<file path="src/rtl/uart_arb_pkg.sv">
// Shared types and constants for the UART frame arbiter.
// Frame layout: 11 bytes, byte 0 in bits [7:0], sent first.
package uart_arb_pkg;

  localparam int FRAME_W       = 88;
  localparam int FRAME_BYTES   = 11;
  localparam int BITS_PER_BYTE = 10;

  typedef enum logic [1:0] {
    IDLE  = 2'd0,
    START = 2'd1,
    WAIT  = 2'd2
  } arb_state_t;

  // XOR of bytes 0..9; the last byte is reserved for this checksum.
  function automatic logic [7:0] frame_xor(input logic [FRAME_W-1:0] frame);
    logic [7:0] acc;
    acc = 8'h00;
    for (int b = 0; b < FRAME_BYTES - 1; b++) begin
      acc = acc ^ frame[8*b +: 8];
    end
    return acc;
  endfunction

endpackage

</file>
<file path="src/rtl/uart_frame_arbiter_rr.sv">
// Combinational round-robin picker: searches upward from last+1 and wraps,
// returning the first pending requester as one-hot and as an index.
module rr_arbiter #(
  parameter int N_REQ = 3,
  parameter int IDX_W = $clog2(N_REQ)
) (
  input  logic [N_REQ-1:0] req,
  input  logic [IDX_W-1:0] last,
  output logic [N_REQ-1:0] win,
  output logic [IDX_W-1:0] win_idx
);

  logic w_found;
  int   w_idx;

  // Priority rotates so that the previous winner is examined last.
  always_comb begin
    win     = '0;
    win_idx = '0;
    w_found = 1'b0;
    w_idx   = 0;
    for (int k = 1; k <= N_REQ; k++) begin
      w_idx = (int'(last) + k) % N_REQ;
      if (!w_found && req[w_idx]) begin
        win[w_idx] = 1'b1;
        win_idx    = IDX_W'(w_idx);
        w_found    = 1'b1;
      end else begin
        w_found = w_found;
      end
    end
  end

endmodule

</file>
<file path="src/rtl/uart_frame_arbiter.sv">
// Shares one 11-byte UART frame transmitter between N_REQ sources.
// Optional FRAME_CHECKSUM_EN replaces latched byte 10 with the XOR of bytes 0..9.
module uart_frame_arbiter
  import uart_arb_pkg::*;
#(
  parameter int N_REQ     = 3,
  parameter int CLK_FS    = 24000000,
  parameter int UART_BPS  = 460800,
  parameter int BPS_CNT   = CLK_FS / UART_BPS,
  parameter int GAP_BITS  = 2,
  parameter int EN_CYCLES = 4
) (
  input  logic                     sys_clk,
  input  logic                     sys_rst,
  input  logic [N_REQ-1:0]         req,
  input  logic [N_REQ*FRAME_W-1:0] req_data,
  output logic [N_REQ-1:0]         grant,
  output logic                     busy,
  output logic                     txd_en,
  output logic [FRAME_W-1:0]       txd_data
);

  localparam int IDX_W        = $clog2(N_REQ);
  localparam int FRAME_CYCLES = (FRAME_BYTES * BITS_PER_BYTE + GAP_BITS) * BPS_CNT;
  localparam logic [19:0] LAST_CYC = 20'(FRAME_CYCLES - 1);
  localparam logic [19:0] EN_LAST  = 20'(EN_CYCLES - 1);

  if (FRAME_CYCLES >= (1 << 20)) begin : g_frame_too_long
    $error("FRAME_CYCLES does not fit the 20-bit cycle counter");
  end

  arb_state_t           r_state;
  arb_state_t           w_state_nxt;
  logic [19:0]          r_cyc_cnt;
  logic [19:0]          w_cyc_nxt;
  logic [IDX_W-1:0]     r_last;
  logic [N_REQ-1:0]     r_grant;
  logic                 r_busy;
  logic                 r_txd_en;
  logic [FRAME_W-1:0]   r_txd_data;
  logic [N_REQ-1:0]     w_win;
  logic [IDX_W-1:0]     w_win_idx;
  logic                 w_take;
  logic [FRAME_W-1:0]   w_sel;
  logic [FRAME_W-1:0]   w_frame;
  logic [N_REQ-1:0]     w_grant_nxt;
  logic                 w_busy_nxt;
  logic                 w_txd_en_nxt;

  rr_arbiter #(.N_REQ(N_REQ), .IDX_W(IDX_W)) u_rr (
    .req     (req),
    .last    (r_last),
    .win     (w_win),
    .win_idx (w_win_idx)
  );

  assign w_take = (r_state == IDLE) && (|req);

  // Winner's frame, with byte 10 optionally replaced by the checksum.
  always_comb begin
    w_sel = '0;
    for (int i = 0; i < N_REQ; i++) begin
      if (w_win[i]) begin
        w_sel = req_data[FRAME_W*i +: FRAME_W];
      end else begin
        w_sel = w_sel;
      end
    end
`ifdef FRAME_CHECKSUM_EN
    w_frame = {frame_xor(w_sel), w_sel[FRAME_W-9:0]};
`else
    w_frame = w_sel;
`endif
  end

  // State register and all registered outputs.
  always_ff @(posedge sys_clk) begin
    if (sys_rst) begin
      r_state    <= IDLE;
      r_cyc_cnt  <= 20'd0;
      r_last     <= IDX_W'(N_REQ - 1);
      r_grant    <= '0;
      r_busy     <= 1'b0;
      r_txd_en   <= 1'b0;
      r_txd_data <= '0;
    end else begin
      r_state    <= w_state_nxt;
      r_cyc_cnt  <= w_cyc_nxt;
      r_grant    <= w_grant_nxt;
      r_busy     <= w_busy_nxt;
      r_txd_en   <= w_txd_en_nxt;
      if (w_take) begin
        r_last     <= w_win_idx;
        r_txd_data <= w_frame;
      end
    end
  end

  // Next state; the counter runs from the grant edge through the whole frame.
  always_comb begin
    w_state_nxt = r_state;
    case (r_state)
      IDLE:    if (w_take) w_state_nxt = START; else w_state_nxt = IDLE;
      START:   if (r_cyc_cnt == EN_LAST) w_state_nxt = WAIT; else w_state_nxt = START;
      WAIT:    if (r_cyc_cnt == LAST_CYC) w_state_nxt = IDLE; else w_state_nxt = WAIT;
      default: w_state_nxt = IDLE;
    endcase
    if (r_state == IDLE || w_state_nxt == IDLE) begin
      w_cyc_nxt = 20'd0;
    end else begin
      w_cyc_nxt = r_cyc_cnt + 20'd1;
    end
  end

  // Output values to be registered on the next edge.
  always_comb begin
    w_grant_nxt  = w_take ? w_win : '0;
    w_busy_nxt   = (w_state_nxt != IDLE);
    w_txd_en_nxt = (w_state_nxt == START);
  end

  assign grant    = r_grant;
  assign busy     = r_busy;
  assign txd_en   = r_txd_en;
  assign txd_data = r_txd_data;

endmodule
</file>
<file path="config.mk">
export PLATFORM = sky130hd
export DESIGN_NAME = uart_frame_arbiter
export DESIGN_NICKNAME = d
export VERILOG_FILES = /design/src/rtl/uart_arb_pkg.sv /design/src/rtl/uart_frame_arbiter_rr.sv /design/src/rtl/uart_frame_arbiter.sv
export SDC_FILE = /design/constraint.sdc
export NUM_CORES = 1
export LEC_CHECK = 0
export CAP_MARGIN = 0
export CORE_AREA = 2 2 139 141
export CTS_BUF_LIST = sky130_fd_sc_hd__clkbuf_8 sky130_fd_sc_hd__clkbuf_16
export DETAILED_ROUTE_END_ITERATION = 10
export DIE_AREA = 0 0 141 143
export PLACE_DENSITY = 0.66
export SYNTH_ARGS = -nofsm -noshare
export SYNTH_HDL_FRONTEND = slang
export SYNTH_SLANG_ARGS = --single-unit
</file>
<file path="constraint.sdc">
create_clock -name sys_clk -period 2.9 [get_ports sys_clk]
set_input_delay 0.725 -clock sys_clk [delete_from_list [all_inputs] [get_ports sys_clk]]
set_output_delay 0.725 -clock sys_clk [all_outputs]
set_load 0.01 [all_outputs]
</file>
==> flow_summary.yaml, run 1 <==
floorplan:
  die-width_um: 141
  placementRows: 50
  start_util_pct: 28.0
  die_area_um2: 20200
  num_io_pins: 362
  core_um2: 18600
  die_y_um: 143
worst_setup_path:
  cp-start-kind: "input pin"
  path_class: "in -> reg"
  arrival_ns: 2.93
  crit_fanout: 46
  worstPathRequired_ns: 3.26
  crit_path_end_kind: "register"
routing:
  ant_nets: 0
  drc_errors: 0
  avgRoutedWirePerCell_um: 20.4
  routed-via-count: 5846
  wirelength_um: 22200
  first_iter_violations: 304
  routed_via_density: 5.36
  dr.pass1.iters: 5
placed_design:
  post_dp_cell_area_um2: 9280
  place.port_buffers: 361
  place_worst_setup_slack_ns: -0.0828
  post-dp-hpwl_um: 16700
  gp_routability_congestion: 0.849
clock_network:
  ctsHoldBuffers: 0
  path_clk_slew_ns: 0.05
  cts_setup_buffers: 0
  htree_levels: 4
  clk-insertion-delay-late_ns: 0.42
  cts_buffers: 17
  cts.sinks: 117
  cts_tree: "yes"
  clock_path_buffers: 2
  cts_resized: 0
  cts-root-buf: "clkbuf_16"
grt:
  grtUsageMet3_pct: 7.34
  met1_usage_pct: 24.6
  grt_pass1_vias: 5728
  antenna_found_initial: 0
  met2_usage_pct: 35.8
  top_usage_layer: "met2"
  grt_pass1_wl_um: 32300
  grt_overflow_total: 0
  grt_max_degree: 89
  grt.total_usage_pct: 21.0
timing:
  timing.fmax_mhz: 389
  hold_viol_final: 0
  period_minus_slack_ns: 2.57
  tightest_slew_ns: 0.671
  rsz0062_at_grt: "false"
  setup-tns-final_ns: 0
  finalWorstSetupSlack_ns: 0.330
  drv_slew: 0
  slew_headroom_pct: 54.7
  skew_ns: 0.00940
  finalSetupViolations: 0
  fin_crit_sh_pct: 88.6
layout:
  regArea_um2: 2340
  nets: 1118
  nFillCells: 1674
  final_cell_mix: "361 x clkdlybuf4s50_1, 117 x dfxtp_1, 88 x a32o_1, 88 x a221o_1, 29 x nor2_1"
  multi_input_area_um2: 2660
  final_common_cell: "clkdlybuf4s50_1"
  syn2layout_area_growth_pct: 89.1
  num_antenna_cells: 0
  final_area_um2: 9850
  drive_above_1_share_pct: 7.94
power:
  powerDensity_nw_per_um2: 584
  power_mw: 5.75
  swShare_pct: 27.5
  pwr-share-clk_pct: 35.3
  p_leak_nw: 3.57
  vdd_drop_max_mv: 0.400
  internal_power_mw: 4.17
  power_switching_mw: 1.58
  seqPwrFrac_pct: 34.2
  combinationalPowerShare_pct: 30.5
synthesis:
  synth_cells: 487
  synthSimpleGateAreaFrac_pct: 8.70
  synth_top_flop_cell: "dfxtp_1"
  synth-compound-area-share_pct: 36.9
  yosysWarnings: 0
  ys_types: 44
  synth_top_family_by_area: "compound AO/OA/AOI/OAI gates"
  synth_edf_count: 0
  synth.net_count: 761
  synth-seq-cells: 117
  postSynthAreaPerCell_um2: 10.7
  yosys.area_share.adder_pct: 1.20
  async_reset_ff_share_pct: 0
  synth_area_um2: 5210
  yosysSeqAreaShare_pct: 45.0
  synthXorXnorAreaFrac_pct: 3.03
  muxShareOfSynthArea_pct: 0.601
run_status:
  status: "completed"
hold_path:
  hold_class: "reg -> reg"
job:
  maxCapViolCount: 0
==> layer usage <==
metal | routed length [um] | up-vias
met4 | 482 | 0
li1 | - | 2767
met5 | 0 | -
met1 | 8880 | 2783
met3 | 1770 | 31
met2 | 11100 | 265
==> worst max-delay path: stages <==
cell             delay, ns
clkdlybuf4s50_1       0.53
buf_4                 0.16
nor3_1                0.05
buf_4                 0.15
or3_1                 0.37
nor2_4                0.19
o2111a_4              0.28
buf_12                0.23
a221o_1               0.20
==> per-stage QoR <==
stage / instances / util (%) / hold WS (ns)
2_1_floorplan: 487 / - / 0.438
3_3_place_gp: 1059 / 49.9 / 0.457
3_5_place_dp: 1059 / 49.9 / 0.469
4_1_cts: 1090 / 53.0 / 0.481
5_1_grt: 1090 / 53.0 / 0.511
6_report: 1090 / 53.0 / 0.480
==> worst paths after layout <==
| check | start | to | slack, ns | cells past startpoint |
|---|---|---|---|---|
| worst max register to register | r_last[0] | txd_data[28] | 0.36 | 9 |
| worst min-delay path | r_cyc_cnt[0] | r_cyc_cnt[0] | 0.48 | 1 |
| worst max-delay path | req[2] | txd_data[24] | 0.33 | 9 |
| worst min register to register | r_cyc_cnt[0] | r_cyc_cnt[0] | 0.48 | 1 |
==> cell families after synthesis <==
group / Yosys count
DFF: 117
muxes: 3
adders and majority gates: 5
xor gates and xnor gates: 18
AOI/OAI and AO/OA: 198
and+or+nand+nor: 87
buffers and inverters: 59
==> power groups by stage <==
stage	registers (mW)	clock network [mW]	logic, mW
floorplan	2.09	0	0.569
global placement	2.00	0	1.75
detailed placement	2.00	0	1.76
CTS	1.97	2.08	1.77
global route	1.99	2.14	1.86
finish	1.97	2.03	1.76
==> synth_stat cells (all sizes together), types with 6 or more instances <==
master	number	area (um2)
xor2	10	87.6
dfxtp	117	2340
inv	6	22.5
nor3	8	50.1
nand2	11	43.8
a32o	88	881
a221o	88	881
buf	12	60.1
nand3	12	60.1
nor2	31	116
xnor2	8	70.1
clkbuf	41	154
==> registers in the layout, indices dropped and copies added (netlist names) <==
signal,flops
txd_data,88
r_cyc_cnt,20
grant,3
busy,1
r_last,2
txd_en,1
r_state,2
==> cell type report <==
| class | instances | share of cell area [%] |
|---|---|---|
| tap | 234 | 2.97 |
| clock inverter | 12 | 1.17 |
| clock buffer | 19 | 4.60 |
| sequential | 117 | 23.8 |
| multi-input combinational | 311 | 27.0 |
| timing repair buffer | 391 | 40.3 |
| inverter | 6 | 0.229 |
No activity file was read; power rests on OpenSTA's default activity.
==> inputs of run 2 (changes only) <==
--- a/config.mk
+++ b/config.mk
@@ -6,11 +6,10 @@
 export NUM_CORES = 1
 export LEC_CHECK = 0
 export CAP_MARGIN = 0
-export CORE_AREA = 2 2 139 141
+export CORE_AREA = 2 2 141 143
 export CTS_BUF_LIST = sky130_fd_sc_hd__clkbuf_8 sky130_fd_sc_hd__clkbuf_16
 export DETAILED_ROUTE_END_ITERATION = 10
-export DIE_AREA = 0 0 141 143
-export PLACE_DENSITY = 0.66
+export DIE_AREA = 0 0 143 145
 export SYNTH_ARGS = -nofsm -noshare
 export SYNTH_HDL_FRONTEND = slang
 export SYNTH_SLANG_ARGS = --single-unit
==> run 2 against run 1 <==
Critical path depth down 1. Sequential power about the same. Total power up 4.9%. Final area up 0.86%. Highest routed layer unchanged.
==> flow_summary.yaml, run 2 (synthesized netlist as in run 1, its figures left out) <==
timing:
  hold_viol_final: 0
  fin_crit_sh_pct: 95.2
  drv_slew: 0
  period_minus_slack_ns: 2.76
  skew_ns: 0.0120
  slew_headroom_pct: 55.5
  rsz0062_at_grt: "false"
  timing.fmax_mhz: 362
  tightest_slew_ns: 0.662
  setup-tns-final_ns: 0
  finalSetupViolations: 0
grt:
  grt_overflow_total: 0
  grt_pass1_wl_um: 34700
  antenna_found_initial: 1
  grt_max_degree: 89
  grt.total_usage_pct: 21.5
  grt_pass1_vias: 6164
worst_setup_path:
  path_class: "in -> reg"
  worstPathRequired_ns: 3.24
  critPathSlowestCell: "clkdlybuf4s50_1"
  crit_path_end_kind: "register"
  crit_fanout: 34
  cp-start-kind: "input pin"
  arrival_ns: 3.10
  crit_path_cell_trace: "clkdlybuf4s50_1 > buf_4 > nor3_1 > or3_1 > nor2_4 > o2111a_4 > buf_12 > a221o_1"
  slowest_delay_ns: 0.60
routing:
  wirelength_um: 22700
  routed_via_density: 5.31
  dr.pass1.iters: 5
  ant_nets: 0
  avgRoutedWirePerCell_um: 20.3
  first_iter_violations: 353
  routed-via-count: 5950
  drc_errors: 0
floorplan:
  die_area_um2: 20700
  num_io_pins: 362
  die_y_um: 145
  core_um2: 19200
  start_util_pct: 27.1
  die-width_um: 143
  placementRows: 51
layout:
  nets: 1118
  final_common_cell: "clkdlybuf4s50_1"
  syn2layout_area_growth_pct: 90.7
  num_antenna_cells: 0
  largest_reg_flops: 88
  nFillCells: 1672
  drive_above_1_share_pct: 8.29
  fin_util_pct: 51.7
  final_cell_mix: "361 x clkdlybuf4s50_1, 117 x dfxtp_1, 88 x a32o_1, 88 x a221o_1, 29 x nor2_1"
placed_design:
  gp_routability_congestion: 0.863
  post-dp-hpwl_um: 17000
  place.port_buffers: 361
run_status:
  status: "completed"
power:
  vdd_drop_max_mv: 0.408
  powerDensity_nw_per_um2: 608
  p_leak_nw: 3.58
clock_network:
  clk-insertion-delay-late_ns: 0.41
  cts_setup_buffers: 0
  cts_tree: "yes"
  cts.sinks: 117
  cts_buffers: 17
  cts_resized: 0
  path_clk_slew_ns: 0.05
  cts-root-buf: "clkbuf_16"
  ctsHoldBuffers: 0
  htree_levels: 4
  clock_path_buffers: 2
hold_path:
  hold_class: "reg -> reg"
job:
  maxCapViolCount: 0
[run 2: layer usage]
layer | vias to the layer above | routed length, um | track usage (%)
li1 | 2760 | - | -
met4 | 0 | 864 | 9.41
met1 | 2870 | 8730 | 24.2
met2 | 277 | 11400 | 37.0
met5 | - | 0 | 0
met3 | 43 | 1720 | 6.77
[run 2: layout make-up]
| class | count | area [um2] | area share [%] |
|---|---|---|---|
| Timing Repair Buffer | 391 | 3930 | 39.6 |
| Tap cell | 265 | 332 | 3.34 |
| Clock buffer | 18 | 439 | 4.42 |
| Sequential cell | 117 | 2340 | 23.6 |
| Multi-Input combinational cell | 311 | 2660 | 26.7 |
| Inverter | 6 | 22.5 | 0.227 |
| Clock inverter | 13 | 205 | 2.07 |
[run 2: path summary, 6_finish.rpt]
kind	start	to	depth (start not counted)	slack (ns)
worst max-delay path	req[2]	txd_data[40]	8	0.14
worst max register to register	r_last[1]	txd_data[40]	9	0.28
worst min register to register	r_cyc_cnt[0]	r_cyc_cnt[0]	1	0.48
worst min-delay path	r_cyc_cnt[0]	r_cyc_cnt[0]	1	0.48
[run 2: worst max-delay path: cells and delay by family]
| family | cells | cell delay [ns] |
|---|---|---|
| buffers and inverters | 3 | 0.97 |
| AOI/OAI and AO/OA | 2 | 0.55 |
| and+or+nand+nor | 3 | 0.83 |
[run 2: stage by stage]
| stage | area [um2] | total power [mW] | hold WS, ns | worst slack [ns] | std cells |
|---|---|---|---|---|---|
| finish | 9930 | 6.03 | 0.479 | 0.141 | 1121 |
| global route | 9930 | 6.31 | 0.502 | 0.00723 | 1121 |
| CTS | 9920 | 6.10 | 0.483 | 0.102 | 1121 |
| detailed placement | 9280 | 3.75 | 0.470 | -0.291 | 1090 |
| global placement | 9280 | 3.71 | 0.453 | -0.198 | 1090 |
| floorplan | 5210 | 2.66 | 0.438 | 0.450 | 487 |
[run 2: where the power goes]
part,internal (mW),switching (mW)
Clock,1.54,0.774
Combinational,1.03,0.717
Sequential,1.84,0.127
Total,4.42,1.62
==> inputs of run 3 (changes only) <==
==> constraint.sdc (replaced) <==
create_clock -name sys_clk -period 2.9 [get_ports sys_clk]
set_input_delay 0.29 -clock sys_clk [delete_from_list [all_inputs] [get_ports sys_clk]]
set_output_delay 0.29 -clock sys_clk [all_outputs]
set_load 0.01 [all_outputs]
==> run 3 against run 2 <==
Flip-flop and latch count did not move. Sequential share of layout area increased by 0.28 points. Final area shrank 1.2%. Largest cell class unchanged. Maximum frequency is 3.4% higher. Worst setup slack better by 0.090 ns. Combinational power decreased by 3%. Critical endpoint is now txd_data[74]. Total power up 0.78%. Core utilization decreased by 0.60 points. Clock skew shrank 0.0038 ns. Register-to-register slack lost 0.05 ns. Global-route usage shrank 0.24 points.
==> flow_summary.yaml, run 3 (synthesized netlist as in run 1, its figures left out) <==
layout:
  num_antenna_cells: 0
  nets: 1104
  nFillCells: 1695
  syn2layout_area_growth_pct: 88.5
  final_area_um2: 9820
  largest_reg_flops: 88
  drive_above_1_share_pct: 6.64
  final_common_cell: "clkdlybuf4s50_1"
  final_cell_mix: "361 x clkdlybuf4s50_1, 117 x dfxtp_1, 88 x a32o_1, 88 x a221o_1, 29 x nor2_1"
clock_network:
  ctsHoldBuffers: 0
  cts_resized: 0
  cts_setup_buffers: 0
  clk-insertion-delay-late_ns: 0.41
  path_clk_slew_ns: 0.05
  cts_buffers: 17
  htree_levels: 4
  clock_path_buffers: 2
  cts_tree: "yes"
  cts.sinks: 117
  cts-root-buf: "clkbuf_16"
worst_setup_path:
  crit_path_cell_trace: "inv_1 > ha_1 > nand2b_1 > and3_1 > o211ai_2 > nand2_4 > buf_4 > a32o_1 > a221o_1"
  worst-path-buf-inv: 2
  arrival_ns: 2.96
  slowest_delay_ns: 0.39
  crit_fanout: 54
  cp-start-kind: "register"
  path_class: "reg -> reg"
  crit_path_end_kind: "register"
  cp_top_family: "compound AO/OA/AOI/OAI gates"
  crit_start: "r_last[0]"
  r2r-start: "r_last[0]"
  critPathSlowestCell: "dfxtp_1"
  worstPathRequired_ns: 3.19
hold_path:
  hold_start: "r_cyc_cnt[0]"
  hold_class: "reg -> reg"
floorplan:
  start_util_pct: 27.1
  core_um2: 19200
  die-width_um: 143
  die_y_um: 145
  placementRows: 51
  die_area_um2: 20700
  num_io_pins: 362
timing:
  hold_viol_final: 0
  setup-tns-final_ns: 0
  slew_headroom_pct: 52.5
  timing.fmax_mhz: 375
  period_minus_slack_ns: 2.67
  drv_slew: 0
  tightest_slew_ns: 0.713
  finalSetupViolations: 0
  skew_ns: 0.00818
  fin_crit_sh_pct: 92.1
  rsz0062_at_grt: "false"
routing:
  avgRoutedWirePerCell_um: 20.5
  ant_nets: 0
  routed-via-count: 5889
  wirelength_um: 22700
  dr.pass1.iters: 5
  routed_via_density: 5.31
  drc_errors: 0
  first_iter_violations: 365
power:
  vdd_drop_max_mv: 0.390
  powerDensity_nw_per_um2: 620
  p_leak_nw: 3.53
run_status:
  status: "completed"
grt:
  grt.total_usage_pct: 21.3
  grt_max_degree: 59
  grt_pass1_wl_um: 34300
  antenna_found_initial: 0
  grt_overflow_total: 0
  grt_pass1_vias: 6004
placed_design:
  post_dp_cell_area_um2: 9140
  post-dp-hpwl_um: 16900
  place.port_buffers: 361
  gp_routability_congestion: 0.856
job:
  maxCapViolCount: 0
[run 3: final cells by class]
type | instances | area [um2] | area share (%)
Tap cell | 265 | 332 | 3.38
Clock inverter | 9 | 171 | 1.75
Timing Repair Buffer | 377 | 3780 | 38.5
Sequential cell | 117 | 2340 | 23.9
Clock buffer | 23 | 508 | 5.18
Multi-Input combinational cell | 311 | 2660 | 27.1
Inverter | 6 | 22.5 | 0.229
[run 3: power by group]
| group | internal [mW] | switching (mW) | leakage (nW) | total, mW |
|---|---|---|---|---|
| clock network | 1.66 | 0.749 | 0.342 | 2.41 |
| registers | 1.84 | 0.128 | 0.957 | 1.97 |
| logic | 0.997 | 0.707 | 2.24 | 1.70 |
[run 3: stage by stage]
| stage | instances | hold WS (ns) | setup WS [ns] | util (%) | power, mW |
|---|---|---|---|---|---|
| after global routing | 1108 | 0.467 | 0.0821 | 51.1 | 6.34 |
| after global placement | 1076 | 0.458 | 0.258 | 47.6 | 3.68 |
| after floorplan | 487 | 0.428 | 0.450 | - | 2.66 |
| after CTS | 1108 | 0.461 | 0.233 | 51.1 | 6.15 |
| after detailed placement | 1076 | 0.464 | 0.146 | 47.6 | 3.71 |
| final | 1108 | 0.472 | 0.230 | 51.1 | 6.08 |
[run 3: path summary, 6_finish.rpt]
kind / to / slack, ns / cells after the start
worst min register to register: r_cyc_cnt[0] / 0.47 / 1
worst max register to register: txd_data[74] / 0.23 / 9
worst min-delay path: r_cyc_cnt[0] / 0.47 / 1
worst max-delay path: txd_data[74] / 0.23 / 9
[run 3: metal layers]
metal,part of all wire (%),routed length (um),global-route usage [%],up-vias
li1,-,-,-,2728
met1,38,8630,23.6,2842
met2,51,11500,37.2,275
met3,7.8,1770,6.07,44
met4,3.6,809,9.60,0
met5,0,0,0,-
